### src/rtl/addsub_mp_pkg.sv
// Shared definitions for the multi-precision adder/subtractor: op codes, FSM states
// and default sizing.
package addsub_mp_pkg;

    localparam int WORD_SIZE_DEF = 16;
    localparam int MAX_LIMBS_DEF = 8;

    typedef enum logic [1:0] {
        OP_ADD = 2'b00,
        OP_SUB = 2'b01,
        OP_ADC = 2'b10,
        OP_SBC = 2'b11
    } op_e;

    typedef enum logic {
        ST_IDLE = 1'b0,
        ST_BUSY = 1'b1
    } state_e;

    // Carry injected into the LS limb: SUB relies on ~y + 1, ADC/SBC take the external carry.
    function automatic logic first_carry(input op_e op, input logic cin);
        case (op)
            OP_ADD:  first_carry = 1'b0;
            OP_SUB:  first_carry = 1'b1;
            default: first_carry = cin;
        endcase
    endfunction

endpackage

### src/rtl/addsub_mp_limb.sv
// One limb of the carry chain: x + (inv ? ~y : y) + c, with the carry into the MSB
// exposed for signed-overflow detection.
module addsub_limb #(
    parameter int W = 16
) (
    input  logic [W-1:0] x,
    input  logic [W-1:0] y,
    input  logic         inv,
    input  logic         c,
    output logic [W-1:0] sum,
    output logic         cout,
    output logic         c_msb
);

    logic [W-1:0] y_eff;
    logic [W-1:0] low;
    logic [W:0]   full;

    always_comb begin
        y_eff = inv ? ~y : y;
        low   = {1'b0, x[W-2:0]} + {1'b0, y_eff[W-2:0]} + {{(W-1){1'b0}}, c};
        full  = {1'b0, x} + {1'b0, y_eff} + {{W{1'b0}}, c};
    end

    assign sum   = full[W-1:0];
    assign cout  = full[W];
    assign c_msb = low[W-1];

endmodule

### src/rtl/addsub_mp.sv
// Streaming multi-precision add/subtract: one limb per beat, LS limb first, with a
// single registered output stage and whole-result flags on the MS limb.
module addsub_mp
    import addsub_mp_pkg::*;
#(
    parameter int WORD_SIZE = WORD_SIZE_DEF,
    parameter int MAX_LIMBS = MAX_LIMBS_DEF
) (
    input  logic                 clk,
    input  logic                 rst_n,
    input  logic                 in_valid,
    output logic                 in_ready,
    input  logic                 in_first,
    input  logic                 in_last,
    input  logic [1:0]           op,
    input  logic                 cin,
    input  logic [WORD_SIZE-1:0] x,
    input  logic [WORD_SIZE-1:0] y,
    output logic                 out_valid,
    input  logic                 out_ready,
    output logic [WORD_SIZE-1:0] out_sum,
    output logic                 out_last,
    output logic                 out_cout,
    output logic                 out_ovf,
    output logic                 out_neg,
    output logic                 out_zero,
    output logic                 err,
    input  logic                 err_clr
);

    localparam int CNT_W = $clog2(MAX_LIMBS + 1);

    state_e               state_q, state_d;
    logic [CNT_W-1:0]     count_q, count_d;
    logic                 carry_q, carry_d;
    op_e                  op_q, op_d;
    logic                 zero_q, zero_d;
    logic                 err_q, err_d;
    logic                 out_valid_q, out_valid_d;
    logic [WORD_SIZE-1:0] out_sum_q, out_sum_d;
    logic                 out_last_q, out_last_d;
    logic                 out_cout_q, out_cout_d;
    logic                 out_ovf_q, out_ovf_d;
    logic                 out_neg_q, out_neg_d;
    logic                 out_zero_q, out_zero_d;

    logic                 accept, is_first, is_last, forced_last, proto_err;
    logic [CNT_W-1:0]     count_eff;
    op_e                  op_cur;
    logic                 c_in;
    logic [WORD_SIZE-1:0] sum;
    logic                 cout, c_msb, zero_cur;

    assign in_ready = !out_valid_q | out_ready;

    // A beat in IDLE always opens a new op; in_first in BUSY abandons the open one.
    always_comb begin
        accept      = in_valid & in_ready;
        is_first    = (state_q == ST_IDLE) | in_first;
        proto_err   = accept & (((state_q == ST_IDLE) & !in_first) |
                                ((state_q == ST_BUSY) & in_first));
        op_cur      = is_first ? op_e'(op) : op_q;
        c_in        = is_first ? first_carry(op_e'(op), cin) : carry_q;
        count_eff   = is_first ? CNT_W'(1) : count_q + CNT_W'(1);
        forced_last = !in_last && (count_eff == CNT_W'(MAX_LIMBS));
        is_last     = in_last | forced_last;
    end

    addsub_limb #(.W(WORD_SIZE)) u_limb (
        .x     (x),
        .y     (y),
        .inv   (op_cur[0]),
        .c     (c_in),
        .sum   (sum),
        .cout  (cout),
        .c_msb (c_msb)
    );

    assign zero_cur = (is_first | zero_q) & (sum == '0);

    // NOTE: every signal assigned here gets a default first, so no path leaves a latch.
    always_comb begin
        state_d     = state_q;
        count_d     = count_q;
        carry_d     = carry_q;
        op_d        = op_q;
        zero_d      = zero_q;
        err_d       = (err_q & !err_clr) | proto_err | (accept & forced_last);
        out_valid_d = out_valid_q & !out_ready;
        out_sum_d   = out_sum_q;
        out_last_d  = out_last_q;
        out_cout_d  = out_cout_q;
        out_ovf_d   = out_ovf_q;
        out_neg_d   = out_neg_q;
        out_zero_d  = out_zero_q;
        if (accept) begin
            state_d     = is_last ? ST_IDLE : ST_BUSY;
            count_d     = is_last ? '0 : count_eff;
            carry_d     = cout;
            op_d        = op_cur;
            zero_d      = zero_cur;
            out_valid_d = 1'b1;
            out_sum_d   = sum;
            out_last_d  = is_last;
            out_cout_d  = cout;
            out_ovf_d   = is_last & (c_msb ^ cout);
            out_neg_d   = is_last & sum[WORD_SIZE-1];
            out_zero_d  = zero_cur;
        end
    end

    // NOTE: sequential state uses non-blocking assignments so all flops update together.
    always_ff @(posedge clk or negedge rst_n) begin
        if (!rst_n) begin
            state_q     <= ST_IDLE;
            count_q     <= '0;
            carry_q     <= 1'b0;
            op_q        <= OP_ADD;
            zero_q      <= 1'b0;
            err_q       <= 1'b0;
            out_valid_q <= 1'b0;
            out_sum_q   <= '0;
            out_last_q  <= 1'b0;
            out_cout_q  <= 1'b0;
            out_ovf_q   <= 1'b0;
            out_neg_q   <= 1'b0;
            out_zero_q  <= 1'b0;
        end else begin
            state_q     <= state_d;
            count_q     <= count_d;
            carry_q     <= carry_d;
            op_q        <= op_d;
            zero_q      <= zero_d;
            err_q       <= err_d;
            out_valid_q <= out_valid_d;
            out_sum_q   <= out_sum_d;
            out_last_q  <= out_last_d;
            out_cout_q  <= out_cout_d;
            out_ovf_q   <= out_ovf_d;
            out_neg_q   <= out_neg_d;
            out_zero_q  <= out_zero_d;
        end
    end

    assign out_valid = out_valid_q;
    assign out_sum   = out_sum_q;
    assign out_last  = out_last_q;
    assign out_cout  = out_cout_q;
    assign out_ovf   = out_ovf_q;
    assign out_neg   = out_neg_q;
    assign out_zero  = out_zero_q;
    assign err       = err_q;

endmodule

### config.mk
export PLATFORM = sky130hd
export DESIGN_NAME = addsub_mp
export DESIGN_NICKNAME = d
export VERILOG_FILES = /design/src/rtl/addsub_mp_pkg.sv /design/src/rtl/addsub_mp_limb.sv /design/src/rtl/addsub_mp.sv
export SDC_FILE = /design/constraint.sdc
export NUM_CORES = 1
export LEC_CHECK = 0
export BUFFER_PORTS_ARGS = -buffer_cell sky130_fd_sc_hd__buf_2
export CORE_MARGIN = 2
export CORE_UTILIZATION = 49
export CTS_BUF_LIST = sky130_fd_sc_hd__clkbuf_4
export DETAILED_ROUTE_END_ITERATION = 16
export GPL_ROUTABILITY_DRIVEN = 0
export PLACE_DENSITY = 0.9
export SLEW_MARGIN = 20
export SYNTH_ARGS = -nofsm -noshare
export SYNTH_HDL_FRONTEND = slang
export SYNTH_HIERARCHICAL = 1
export SYNTH_SLANG_ARGS = --single-unit
### constraint.sdc
create_clock -name clk -period 3.6 [get_ports clk]
set_input_delay 0.54 -clock clk [delete_from_list [all_inputs] [get_ports clk]]
set_output_delay 0.54 -clock clk [all_outputs]
set_load 0.05 [all_outputs]
==> flow_summary.yaml <==
status:
  status: "finished clean"
timing:
  worst_slack_ns: 0.122
  tightest_slew_ns: 0.921
  max_freq_mhz: 288
  report.final.hold_viol_count: 0
  finalCritPeriodShare_pct: 96.6
  setup-violations-final: 0
  slew_headroom_pct: 38.4
  maxSlewViolCount: 0
  fin_tns_setup_ns: 0
  skew_ns: 0.00711
  finalCriticalPeriod_ns: 3.48
yosys:
  synth_cell_types: 49
  yosys_warnings: 6
  avgSynthCellArea_um2: 8.52
  ys_seq_area_share_pct: 32.5
  synthesis.area_um2: 2230
  synth_nets: 323
  async_flop_share_pct: 100
  synth-edff-count: 0
  ys_seq_elements: 29
  synth_ff_type: "dfrtp_1"
  synth_top_area_share_pct: 32.5
  synth_top_cell_by_area: "dfrtp_1"
  synth_cells: 262
  synth.area.top_cells: "dfrtp_1, nand2_1, ha_1"
worst_setup_path:
  critPathKind: "reg -> reg"
  cp_top_family: "adder cells"
  critPathBufInv: 0
  critPathMaxFanout: 6
  cp_data_required_time_ns: 3.88
  cp_data_arrival_time_ns: 3.76
  cp_cell_sequence: "ha_4 > mux2_4 > xnor2_1 > fa_2 > fa_2 > and2b_1 > o2111ai_2 > nand3_1 > o21ai_2 > o21ba_2 > o21ai_2 > xor2_1 > nor4_1 > nand4_1 > a2bb2oi_2"
  max_stage_delay_ns: 0.42
  startpoint_type: "register"
  cp-end-kind: "register"
  cp_slowest_cell: "dfrtp_1"
layout:
  synthToLayoutAreaGrowth_pct: 23.1
  layoutNonFillerInstCount: 386
  drive_gt1_share_pct: 30.2
  antenna_cells: 0
  final_nets: 394
  fin_area_um2: 2750
  fillers: 376
placed_design:
  dp_cells: 376
  port-buffer-count: 65
  placed_area_um2: 2660
  hpwlAfterDp_um: 4010
  pre_cts_ws_ns: -0.160
cts:
  cts_num_sinks: 29
  root_buffer: "clkbuf_4"
  cts.clk_slew.worst_paths_ns: 0.09
  numCtsBuffers: 5
  htree_levels: 2
  cts_tree: "done"
  clockBufferDepth: 2
  clk_latency_ns: 0.35
detailed_routing:
  wl_um: 5200
  routed-via-count: 2061
  postRouteAntennaNets: 0
  drc: 0
  wl_per_cell_um: 13.5
  drtPass1Iterations: 6
  dr.first_iter.drc_count: 119
  viasPerCell: 5.34
floorplanning:
  start_util_pct: 50.9
  die_x_um: 71.5
  coreArea_um2: 4380
  fp-row-count: 24
  die_y_um: 71.5
  dieArea_um2: 5110
  io_pins: 66
global_route:
  grt_max_degree: 30
  grt_use_total_pct: 21.2
  grt_pass1_wl_um: 8500
  grt_pass1_vias: 1911
  grt-ovfl-total: 0
  antenna_found_initial: 0
job:
  maxCapViolCount: 0
power:
  peakVddDrop_mv: 0.225
  p_leak_nw: 1.43
  powerDensity_nw_per_um2: 625
hold_path:
  hold_path.class: "in -> async"
[sequential cells by signal, indices dropped and copies added, names as in the netlist]
register	cells
op_q	1
count_q	4
out_valid	1
out_ovf	1
state_q	1
err	1
out_last	1
out_sum	16
zero_q	1
out_neg	1
out_cout	1
[cell type report]
| type | instances | area (um^2) | area share [%] |
|---|---|---|---|
| multi-input cells | 210 | 1460 | 52.9 |
| repair buffers | 74 | 405 | 14.7 |
| clock inverters | 3 | 12.5 | 0.455 |
| well taps | 52 | 65.1 | 2.37 |
| clock buffers | 5 | 37.5 | 1.36 |
| flip-flops and latches | 29 | 726 | 26.4 |
| inverters | 13 | 48.8 | 1.77 |
[cells in the mapped netlist, drive strengths merged, types with 4 or more instances]
| master | instances |
|---|---|
| nand2b | 5 |
| inv | 13 |
| o21ai | 10 |
| nand2 | 66 |
| xor2 | 18 |
| o31ai | 4 |
| nor2 | 9 |
| dfrtp | 29 |
| xnor2 | 12 |
| nor4 | 5 |
| nand3 | 7 |
| ha | 17 |
| a21o | 6 |
| buf | 7 |
| a21oi | 18 |
[cell usage in the layout (no fill, tap or decap), types with 3 or more instances in the layout]
cell       n
nand2_1   66
buf_2     65
dfrtp_1   29
xor2_1    18
ha_1      16
a21oi_1   15
inv_1     13
xnor2_1   12
nor2_1     9
buf_4      8
nand3_1    7
a21o_1     6
nand2b_1   5
clkbuf_4   5
o21ai_0    4
o21ai_2    4
o31ai_1    3
a21oi_2    3
nor4_1     3
[per-stage QoR]
step	hold WS, ns	util [%]	total power [mW]
global route	0.261	62.7	1.83
detailed placement	0.458	60.6	1.51
CTS	0.222	61.8	1.70
global placement	0.455	60.6	1.48
floorplan	0.244	-	1.27
finish	0.201	62.7	1.72
[where the power goes]
part	leakage, nW	internal (mW)	switching [mW]	total [mW]
clock	0.0300	0.0703	0.118	0.188
sequential	0.360	0.416	0.0502	0.466
combinational	1.04	0.348	0.717	1.07
total	1.43	0.834	0.885	1.72
[kinds of logic after synthesis]
| logic type | Yosys count | synth area share, % |
|---|---|---|
| AO/OA/AOI/OAI | 54 | 16.8 |
| XOR/XNOR | 30 | 11.8 |
| adder cells (fa/ha/maj) | 19 | 11.3 |
| buffers and inverters | 23 | 4.65 |
| flip-flops | 29 | 32.5 |
| multiplexers | 4 | 2.13 |
| AND/OR/NAND/NOR | 103 | 20.8 |
[worst paths after layout]
| kind | to | slack [ns] | from | cells after the start |
|---|---|---|---|---|
| max | zero_q$_DFFE_PN0P_ | 0.12 | state_q$_DFFE_PN0P_ | 15 |
| min | out_sum[5]$_DFFE_PN0P_ | 0.20 | rst_n | 1 |
| max reg2reg | zero_q$_DFFE_PN0P_ | 0.12 | state_q$_DFFE_PN0P_ | 15 |
| min reg2reg | out_sum[14]$_DFFE_PN0P_ | 0.48 | out_sum[14]$_DFFE_PN0P_ | 2 |
| max in group asynchronous | out_sum[12]$_DFFE_PN0P_ | 2.97 | rst_n | 1 |
| min in group clk | err$_DFF_PN0_ | 0.37 | err_clr | 2 |
[per-layer routing]
metal / wire, um / share of wire, % / track usage [%]
met5: 0 / 0 / 0
met4: 129 / 2.5 / 9.22
met3: 339 / 6.5 / 3.94
met2: 2470 / 48 / 34.2
met1: 2260 / 43 / 27.8
[repair_timing]
item,4_1_cts,5_1_grt
setup buffers,0,2
gates resized for setup,0,5
setup endpoints to repair,0,2
hold endpoints to repair,0,0
hold buffers,0,0
Note: power is estimated with default switching activity, not from simulation.
